### config.mk
export PLATFORM = sky130hd
export DESIGN_NAME = adpcm_stage_sequencer
export DESIGN_NICKNAME = d
export VERILOG_FILES = /design/src/rtl/adpcm_stage_sequencer.sv
export SDC_FILE = /design/constraint.sdc
export NUM_CORES = 1
export LEC_CHECK = 0
export BUFFER_PORTS_ARGS = -buffer_cell sky130_fd_sc_hd__buf_2
export CAP_MARGIN = 20
export CORE_UTILIZATION = 40
export DETAILED_ROUTE_END_ITERATION = 12
export HOLD_SLACK_MARGIN = 0.02
export SYNTH_ARGS = -nofsm -noshare
export SYNTH_HDL_FRONTEND = slang
export SYNTH_SLANG_ARGS = --single-unit
### constraint.sdc
create_clock -name clk -period 1.91 [get_ports clk]
set_input_delay 0.0955 -clock clk [delete_from_list [all_inputs] [get_ports clk]]
set_output_delay 0.0955 -clock clk [all_outputs]
set_load 0.01 [all_outputs]
### src/rtl/adpcm_stage_sequencer.sv
// Per-sample stage sequencer for the multi-channel ADPCM encoder datapath.
// Walks each channel through the compute stages on a frame tick, then strobes its delay-element update.
module adpcm_stage_sequencer #(
  parameter int NUM_CH     = 4,
  parameter int CH_W       = 2,
  parameter int NUM_STAGES = 6,
  parameter int SETTLE     = 2
) (
  input  logic                  clk,
  input  logic                  reset,
  input  logic                  sample_start,
  input  logic [1:0]            rate,
  input  logic                  stall,
  input  logic                  clr_overrun,
  output logic [1:0]            rate_q,
  output logic [CH_W-1:0]       ch_sel,
  output logic [NUM_STAGES-1:0] stage_en,
  output logic                  delay_update,
  output logic                  frame_busy,
  output logic                  frame_done,
  output logic                  overrun
);

  localparam int STG_W = (NUM_STAGES > 1) ? $clog2(NUM_STAGES) : 1;
  localparam int CNT_W = $clog2(SETTLE) + 1;
  localparam logic [CNT_W-1:0] CNT_LAST = CNT_W'(SETTLE - 1);
  localparam logic [STG_W-1:0] STG_LAST = STG_W'(NUM_STAGES - 1);
  localparam logic [CH_W-1:0]  CH_LAST  = CH_W'(NUM_CH - 1);

  typedef enum logic [2:0] {IDLE, LOAD, STAGE, UPDATE, NEXT_CH, DONE} state_t;

  state_t                state_reg, state_next;
  logic [STG_W-1:0]      stage_reg, stage_next;
  logic [CNT_W-1:0]      cnt_reg, cnt_next;
  logic [CH_W-1:0]       ch_next;
  logic [1:0]            rate_next;
  logic                  overrun_next;
  logic [NUM_STAGES-1:0] stage_en_next;
  logic                  delay_update_next;
  logic                  frame_busy_next;
  logic                  frame_done_next;

  // State and registered outputs
  always_ff @(posedge clk) begin
    if (!reset) begin
      state_reg    <= IDLE;
      stage_reg    <= '0;
      cnt_reg      <= '0;
      ch_sel       <= '0;
      rate_q       <= 2'b00;
      overrun      <= 1'b0;
      stage_en     <= '0;
      delay_update <= 1'b0;
      frame_busy   <= 1'b0;
      frame_done   <= 1'b0;
    end else begin
      state_reg    <= state_next;
      stage_reg    <= stage_next;
      cnt_reg      <= cnt_next;
      ch_sel       <= ch_next;
      rate_q       <= rate_next;
      overrun      <= overrun_next;
      stage_en     <= stage_en_next;
      delay_update <= delay_update_next;
      frame_busy   <= frame_busy_next;
      frame_done   <= frame_done_next;
    end
  end

  // Next-state logic
  always_comb begin
    state_next = state_reg;
    stage_next = stage_reg;
    cnt_next   = cnt_reg;
    ch_next    = ch_sel;
    rate_next  = rate_q;
    case (state_reg)
      IDLE: begin
        if (sample_start) begin
          state_next = LOAD;
          rate_next  = rate;
          ch_next    = '0;
        end
      end
      LOAD: begin
        stage_next = '0;
        cnt_next   = '0;
        state_next = STAGE;
      end
      STAGE: begin
        if (!stall) begin
          if (cnt_reg != CNT_LAST) begin
            cnt_next = cnt_reg + 1'b1;
          end else if (stage_reg != STG_LAST) begin
            stage_next = stage_reg + 1'b1;
            cnt_next   = '0;
          end else begin
            state_next = UPDATE;
          end
        end
      end
      UPDATE: state_next = NEXT_CH;
      NEXT_CH: begin
        if (ch_sel == CH_LAST) begin
          state_next = DONE;
        end else begin
          ch_next    = ch_sel + 1'b1;
          stage_next = '0;
          cnt_next   = '0;
          state_next = STAGE;
        end
      end
      DONE:    state_next = IDLE;
      default: state_next = IDLE;
    endcase
  end

  // A tick arriving outside IDLE is dropped; its overrun set outranks a clear.
  always_comb begin
    overrun_next = overrun;
    if (sample_start && (state_reg != IDLE)) begin
      overrun_next = 1'b1;
    end else if (clr_overrun) begin
      overrun_next = 1'b0;
    end
  end

  // Outputs decoded from the upcoming state so the registers track the current state
  generate
    for (genvar gi = 0; gi < NUM_STAGES; gi++) begin : g_stage_en
      assign stage_en_next[gi] = (state_next == STAGE) && (stage_next == STG_W'(gi));
    end
  endgenerate

  always_comb begin
    delay_update_next = (state_next == UPDATE);
    frame_busy_next   = (state_next != IDLE);
    frame_done_next   = (state_next == DONE);
  end

endmodule

**Word level (Yosys, flattened, before mapping)**

Cells that the tools add are included.

- Bits in registers: 22
- Input bits: 7
- Output and inout bits: 14

- Add/sub/neg operators: 3
- Eq/ne operators: 19
- Multiplexer cells: 21
- Reductions and logical operators: 17

Operators by type and width:

| cell | number |
|---|---|
| $mux W3 | 9 |
| $eq A3 B2 Y1 const B | 6 |
| $pmux W3 S5 | 1 |
| $eq A3 B3 Y1 const B | 4 |
| $mux W2 | 6 |
| $pmux W3 S3 | 1 |
| $reduce_bool A3 Y1 | 3 |
| $logic_and A1 B1 Y1 | 7 |
| $eq A3 B1 Y1 const B | 2 |
| $logic_not A3 Y1 | 2 |
| $ne A2 B2 Y1 const B | 3 |
| $ne A3 B3 Y1 const B | 2 |
| $pmux W2 S3 | 1 |
| $add A2 B1 Y2 const B | 2 |
| $pmux W2 S2 | 1 |
| $reduce_and A4 Y1 | 1 |
| $reduce_bool A2 Y1 | 2 |
| $add A3 B1 Y3 const B | 1 |
| $reduce_and A3 Y1 | 1 |
| $eq A2 B2 Y1 const B | 1 |
| $mux W1 | 2 |
| $ne A2 B1 Y1 const B | 1 |
| $reduce_and A2 Y1 | 1 |

**Depth between registers and ports, before layout**

Gate-level depths: netlist of the first run.

- Word-level depth: 7
- Depth in mapped cells: 6

**Worst setup path after synthesis of the first run**

OpenSTA, ideal clock, no wires.

- Path kind: reg-to-reg
- Start point: reg ch_sel[0]
- End point: reg stage_en[4]
- Setup time: 0.078 ns
- Arrival: 1.748 ns
- Setup slack: 0.084 ns
- Stages on the path, launching flop included: 6
- Buffers on the path: 0
- Period minus slack after synthesis: 1.826 ns
- Path through: dfxtp_1 ha_1 nor4b_1 or2_2 or4b_4 nor3_1

- Longest elaborated chain between the ends: 5
- Elaborated cells between the ends (all ways): 8

Ends and longest elaborated chain:

| what | RTL line | RTL |
|---|---|---|
| start: declaration | 16 | `output logic [CH_W-1:0] ch_sel,` |
| start signal: assignment | 60 | `ch_sel <= ch_next;` |
| $eq A2 B2 Y1 (*) | 104 | `if (ch_sel == CH_LAST) begin` |
| $mux W3 | 104 |  |
| $pmux W3 S5 / $pmux W3 S3 (equally long branches) | 77 | `case (state_reg)` |
| $eq A3 B2 Y1 / $eq A3 B3 Y1 (equally long branches) | 131 | `assign stage_en_next[gi] = (state_next == STAGE) && (stage_next == STG_W'(gi));` |
| $logic_and A1 B1 Y1 (*) | 131 |  |
| end signal: assignment | 63 | `stage_en <= stage_en_next;` |
| end: declaration | 17 | `output logic [NUM_STAGES-1:0] stage_en,` |

Every way passes the cells marked *; elsewhere a longest branch is shown, timed or not.
A chain may end at the register's enable or synchronous reset.

**Worst setup path after layout of the first run**

- Start point: reg stage_reg[1]
- End point: reg stage_en[5]

- Longest elaborated chain between the ends: 7
- Elaborated cells between the ends (all ways): 14

Ends and longest elaborated chain:

| what | RTL line | RTL |
|---|---|---|
| start: declaration | 33 | `logic [STG_W-1:0] stage_reg, stage_next;` |
| start signal: assignment | 58 | `stage_reg <= stage_next;` |
| $add A3 B1 Y3 / $ne A3 B3 Y1 (equally long branches) | 95, 94 |  |
| $mux W3 | 94 | `end else if (stage_reg != STG_LAST) begin` |
| $mux W3 | 92 | `if (cnt_reg != CNT_LAST) begin` |
| $mux W3 | 91 | `if (!stall) begin` |
| $pmux W3 S3 / $pmux W3 S5 (equally long branches) | 77 |  |
| $eq A3 B3 Y1 / $eq A3 B2 Y1 (equally long branches) | 131 |  |
| $logic_and A1 B1 Y1 (*) | 131 |  |

Marked as above.

==> impl_metrics.ini, run 1 <==
[run_status]
status = complete, no violations

[pwr]
pwr-share-clk_pct = 25.5
vdd_drop_max_mv = 0.553
intPower_mw = 0.603
combPwrFrac_pct = 14.5
p_leak_nw = 0.539
swShare_pct = 25.6
powerDensity_nw_per_um2 = 659
total_power_mw = 0.810
p_sw_mw = 0.207
seqPwrFrac_pct = 59.9

[job]
max_cap_viol_count = 0

[critical_path]
criticalPathCategory = flip-flop to flip-flop
arrival_ps = 2100
worstReg2RegStart = stage_reg[1]$_SDFF_PN0_
rrSetupSlack_ps = 40
critPathRequiredTime_ps = 2140
crit_path_end_kind = flip-flop
crit_fanout = 6
start_kind = flip-flop
r2r_cells = 6
rr_endpoint = stage_en[5]$_SDFF_PN0_

[cells_and_area]
n_fill_cell = 227
final_area_sq_um = 1230
nNetsFinal = 143
final_core_util_pct = 53.0
layout-drive-gt1-share_pct = 35.1
largest_reg_flops = 6
syn_to_final_growth_pct = 20.3
diodes = 0

[placed_design]
dp_slack_ps = 27.0
port-buffer-count = 20
gp_congestion = 0.818
hpwl_um = 1530
postPlaceCellArea_sq_um = 1170

[grt]
grt_pass1_wl_um = 3390
track_usage_pct = 16.9
grt_pass1_vias = 794
grt_overflow = 0
antenna_found_initial = 0
grt_max_degree = 16

[routing]
drt.antenna.violating_nets = 0
drt-initial-drc-count = 11
wire_per_inst_um = 12.7
wl_um = 2020
dr_total_vias = 867
drtPass1Iterations = 4
drc_errors = 0
vias_per_cell = 5.45

[sta]
finalClockSkew_ps = 4.09
tightest_slew_ps = 670
drv_slew = 0
layout_setup_ws_ps = 41.5
relSlewSlack_pct = 55.0
post-route-min-period_ps = 1870
period_share_pct = 97.8
fmax_mhz = 535
setup-violations-final = 0
final-hold-violation-count = 0

[clock_tree]
cts_buffer_depth = 2
clk_latency_ps = 300
cts_made_buffers = 3
cts_tree = done
holdBufCountCts = 0
clock_sinks = 22
htreeDepth = 1
clk_pin_slew_ps = 120
clockRootBuffer = clkbuf_4

[floorplan]
initial_utilization_pct = 44.0
dieHeight_um = 52.5
dieArea_sq_um = 2760
die_width_um = 52.5
ioPinCount = 21
row_count = 17
core_area_sq_um = 2320

[synthesis]
yosysWarnings = 0
yosys_register_bits = 22
synth_cell_types = 41
yosysSeqAreaShare_pct = 43.1
syn-cell-area_sq_um = 1020
syn_area_per_cell_sq_um = 9.63
synth_nets = 116
synthCells = 106

[worst_hold_path]
min_to = rate_q[1]$_SDFFE_PN0P_
min_from = rate[1]
hp-class = input port to flip-flop
hold_path_depth = 3
cell type report:
type	count	area [sq um]	share of cell area, %
Sequential cell	22	444	36.2
Inverter	4	15.0	1.22
Multi-Input combinational cell	76	567	46.1
Timing Repair Buffer	26	145	11.8
Clock buffer	3	22.5	1.83
Tap cell	28	35.0	2.85
kinds of logic (layout without fill, tap and decap cells):
logic type / count (synthesis) / count (layout) / share of synthesized area (%)
buffers and inverters: 8 / 33 / 4.04
and+or+nand+nor: 48 / 48 / 30.8
AOI/OAI and AO/OA: 21 / 21 / 14.3
adders and majority gates: 3 / 3 / 3.68
muxes: 4 / 4 / 4.04
DFF: 22 / 22 / 43.1
cells in the final DEF (no fill, tap or decap), drive strengths merged, types with 2 or more instances in the layout:
master and instances:
a21oi 3, a22oi 2, a31oi 3, and2 2, buf 26, clkbuf 3
dfxtp 22, ha 3, inv 4, mux2i 3, nand2 3, nand2b 2
nand3 2, nand3b 2, nor2 4, nor2b 9, nor3 8, nor3b 3
o211ai 3, o21ai 3, or3b 2, or4 3
how the worst max path moves through the flow:
stage	start	to	slack, ps	cells after the start
global placement	stage_reg[1]$_SDFF_PN0_	stage_en[3]$_SDFF_PN0_	90	6
detailed placement	stage_reg[1]$_SDFF_PN0_	stage_en[3]$_SDFF_PN0_	30	6
CTS	stage_reg[1]$_SDFF_PN0_	stage_en[3]$_SDFF_PN0_	30	6
global route	stage_reg[1]$_SDFF_PN0_	stage_en[5]$_SDFF_PN0_	-20	6
floorplan	ch_sel[0]$_SDFFE_PN0P_	stage_en[4]$_SDFF_PN0_	80	5
finish	stage_reg[1]$_SDFF_PN0_	stage_en[5]$_SDFF_PN0_	40	6
critical path: stages (launching register included):
cell     delay (ps)
dfxtp_2         360
inv_1            60
ha_1            200
and2_2          230
or4_4           530
a21o_1          220
nor3_1          200
power by group through the flow:
stage	clock, mW	sequential (mW)	combinational [mW]
final	0.207	0.486	0.118
after floorplan	0	0.497	0.0766
after detailed placement	0	0.496	0.117
after CTS	0.216	0.485	0.118
after global placement	0	0.495	0.116
after global routing	0.235	0.488	0.132
what timing repair did:
item / 4_1_cts / 5_1_grt
hold endpoints to repair: 0 / 0
resized for setup: 1 / 8
endpoints found under the setup margin: 1 / 9
setup buffers: 0 / 0
pin swaps: 0 / 1
cells in the mapped netlist:
master	instances	area [sq um]
a31oi_1	3	18.8
a311oi_1	1	8.76
buf_4	1	7.51
clkbuf_1	2	7.51
and3b_1	1	8.76
nand3_1	2	10.0
or4_4	1	11.3
o221a_2	1	11.3
ha_1	3	37.5
mux2_2	1	11.3
o31ai_1	1	7.51
dfxtp_1	22	440
nand3b_1	2	15.0
nor2b_1	9	56.3
a21oi_1	3	15.0
and2_1	2	12.5
a22o_1	1	8.76
nor3b_2	1	12.5
o211ai_1	3	22.5
o21ai_0	3	15.0
and3_1	1	6.26
nand2b_1	2	12.5
nor2_1	4	15.0
nand2_1	3	11.3
and4_1	1	8.76
or4b_4	1	13.8
mux2i_1	3	30.0
or4_1	2	15.0
a22oi_1	2	15.0
a21o_1	1	7.51
nor4b_1	1	8.76
inv_1	4	15.0
o32ai_1	1	8.76
or3b_4	2	22.5
or3_1	1	6.26
nor4_1	1	6.26
a21boi_0	1	7.51
or2_2	1	6.26
buf_6	1	11.3
nor3b_1	2	15.0
nor3_1	8	40.0
metrics by stage:
step           TNS (ps)  hold WS (ps)  cells
5_1_grt           -21.5          56.0    159
3_3_place_gp          0           362    156
2_1_floorplan         0           222    106
3_5_place_dp          0           367    156
6_report              0          38.3    159
4_1_cts               0          30.2    159
routing by layer:
metal	track usage [%]	routed length [um]	up-vias
met4	3.95	34	0
met2	31.9	995	18
met5	0	0	-
met3	5.22	77	4
met1	18.0	918	403
li1	-	-	442
Power figures use the tool's default switching activity.
==> inputs of run 2 (changes only) <==
Settings changed: CELL_PAD_IN_SITES_DETAIL_PLACEMENT set to 1, CELL_PAD_IN_SITES_GLOBAL_PLACEMENT set to 1, PLACE_DENSITY_LB_ADDON set to 0.1.
==> run 2 against run 1 <==
Critical path depth unchanged. Utilization up 3.8 points. First-iteration DRC count is the same. Global-route usage is 4.6 points higher. Combinational power rose by 8%. Maximum frequency rose by 2.0%. Sequential power hardly changed.
==> impl_metrics.ini, run 2 (synthesized netlist as in run 1, its figures left out) <==
[run_status]
status = complete, no violations

[clock_tree]
clk_pin_slew_ps = 130
clockRootBuffer = clkbuf_4
clk_latency_ps = 320
cts_tree = done
cts_buffer_depth = 2
clock_sinks = 22
holdBufCountCts = 0
htreeDepth = 1
cts_made_buffers = 3

[floorplan]
initial_utilization_pct = 44.0
dieHeight_um = 52.5
die_width_um = 52.5
ioPinCount = 21
row_count = 17
dieArea_sq_um = 2760
core_area_sq_um = 2320

[sta]
fin_setup_tns_ps = 0
rsz0062_at_grt = no
setup-violations-final = 0
fmax_mhz = 546
post-route-min-period_ps = 1830
tightest_slew_ps = 388
drv_slew = 0
period_share_pct = 95.9
final-hold-violation-count = 0
finalClockSkew_ps = 4.56
fin_hold_ws_ps = 27.1
relSlewSlack_pct = 74.0

[grt]
grt_pass1_vias = 868
track_usage_pct = 21.5
grt_max_degree = 16
grt_pass1_wl_um = 4100
grt_overflow = 0
antenna_found_initial = 0

[cells_and_area]
largest_reg_flops = 6
final_area_sq_um = 1320
final_common_cell = buf_2
syn_to_final_growth_pct = 28.9
nNetsFinal = 150
diodes = 0
layout-drive-gt1-share_pct = 39.6
layout_common_cells = buf_2, dfxtp_1, buf_4, nor2b_1

[pwr]
p_leak_nw = 0.585
powerDensity_nw_per_um2 = 747
vdd_drop_max_mv = 0.541

[critical_path]
start_kind = flip-flop
crit_path_end_kind = flip-flop
crit_fanout = 6
arrival_ps = 2110
critPathRequiredTime_ps = 2190
criticalPathCategory = flip-flop to flip-flop

[placed_design]
postPlaceCellArea_sq_um = 1220
gp_congestion = 0.834
port-buffer-count = 20
hpwl_um = 1850

[worst_hold_path]
hp-class = input port to flip-flop

[routing]
drtPass1Iterations = 4
vias_per_cell = 5.57
dr_total_vias = 930
drc_errors = 0
drt.antenna.violating_nets = 0
wl_um = 2580
drt-initial-drc-count = 11
wire_per_inst_um = 15.4

[job]
max_cap_viol_count = 0
[run 2: cell types whose count changed in the layout (fill, tap and decap cells not counted), sizes merged]
| cell | before | now |
|---|---|---|
| buf | 26 | 33 |
| bufinv | 0 | 1 |
[run 2: layout make-up]
| cell class | instances | area (sq um) |
|---|---|---|
| fill | 279 | 1000 |
| multi-input combinational | 76 | 572 |
| tap | 28 | 35.0 |
| timing repair buffer | 33 | 198 |
| sequential | 22 | 444 |
| clock inverter | 1 | 30.0 |
| clock buffer | 3 | 22.5 |
| inverter | 4 | 15.0 |
[run 2: layer usage]
layer	GRT usage (%)	vias to the layer above	wire length [um]
met3	3.48	6	78
met2	36.1	20	1260
met5	0	-	0
li1	-	458	-
met1	25.8	446	1170
met4	11.8	0	74
[run 2: path summary, 6_finish.rpt]
check | from | to | slack (ps) | cells past startpoint
worst max-delay path | stage_reg[1]$_SDFF_PN0_ | stage_reg[1]$_SDFF_PN0_ | 80 | 6
worst min-delay path | rate[1] | rate_q[1]$_SDFFE_PN0P_ | 30 | 3
worst min register to register | cnt_reg[1]$_SDFFE_PN0P_ | cnt_reg[1]$_SDFFE_PN0P_ | 480 | 2
worst max register to register | stage_reg[1]$_SDFF_PN0_ | stage_reg[1]$_SDFF_PN0_ | 80 | 6
[run 2: where the power goes]
group | switching (mW) | leakage (nW) | internal, mW | total [mW]
logic | 0.0666 | 0.377 | 0.0603 | 0.127
clock network | 0.158 | 0.0279 | 0.212 | 0.370
registers | 0.0111 | 0.180 | 0.475 | 0.486
total | 0.236 | 0.585 | 0.747 | 0.983
[run 2: through the flow]
step           instances  setup WS, ps  utilization, %  power (mW)
2_1_floorplan        106          83.6               -       0.573
3_3_place_gp         162          57.1            52.6       0.614
3_5_place_dp         162         0.240            52.6       0.619
4_1_cts              166         0.402            54.9       0.979
5_1_grt              167          1.35            56.8        1.02
6_report             167          78.4            56.8       0.983
[run 2: repair_timing]
item	in CTS	in global routing
resized for setup	1	11
setup buffers	0	1
setup endpoints to repair	1	8
pin swaps	0	1
[run 2: worst max-delay path: stages, from the launching register on]
cell and delay [ps]:
dfxtp_2 360, inv_1 50, ha_1 220, and2_4 190, or4_1 540, nand3_1 250, and2_1 170
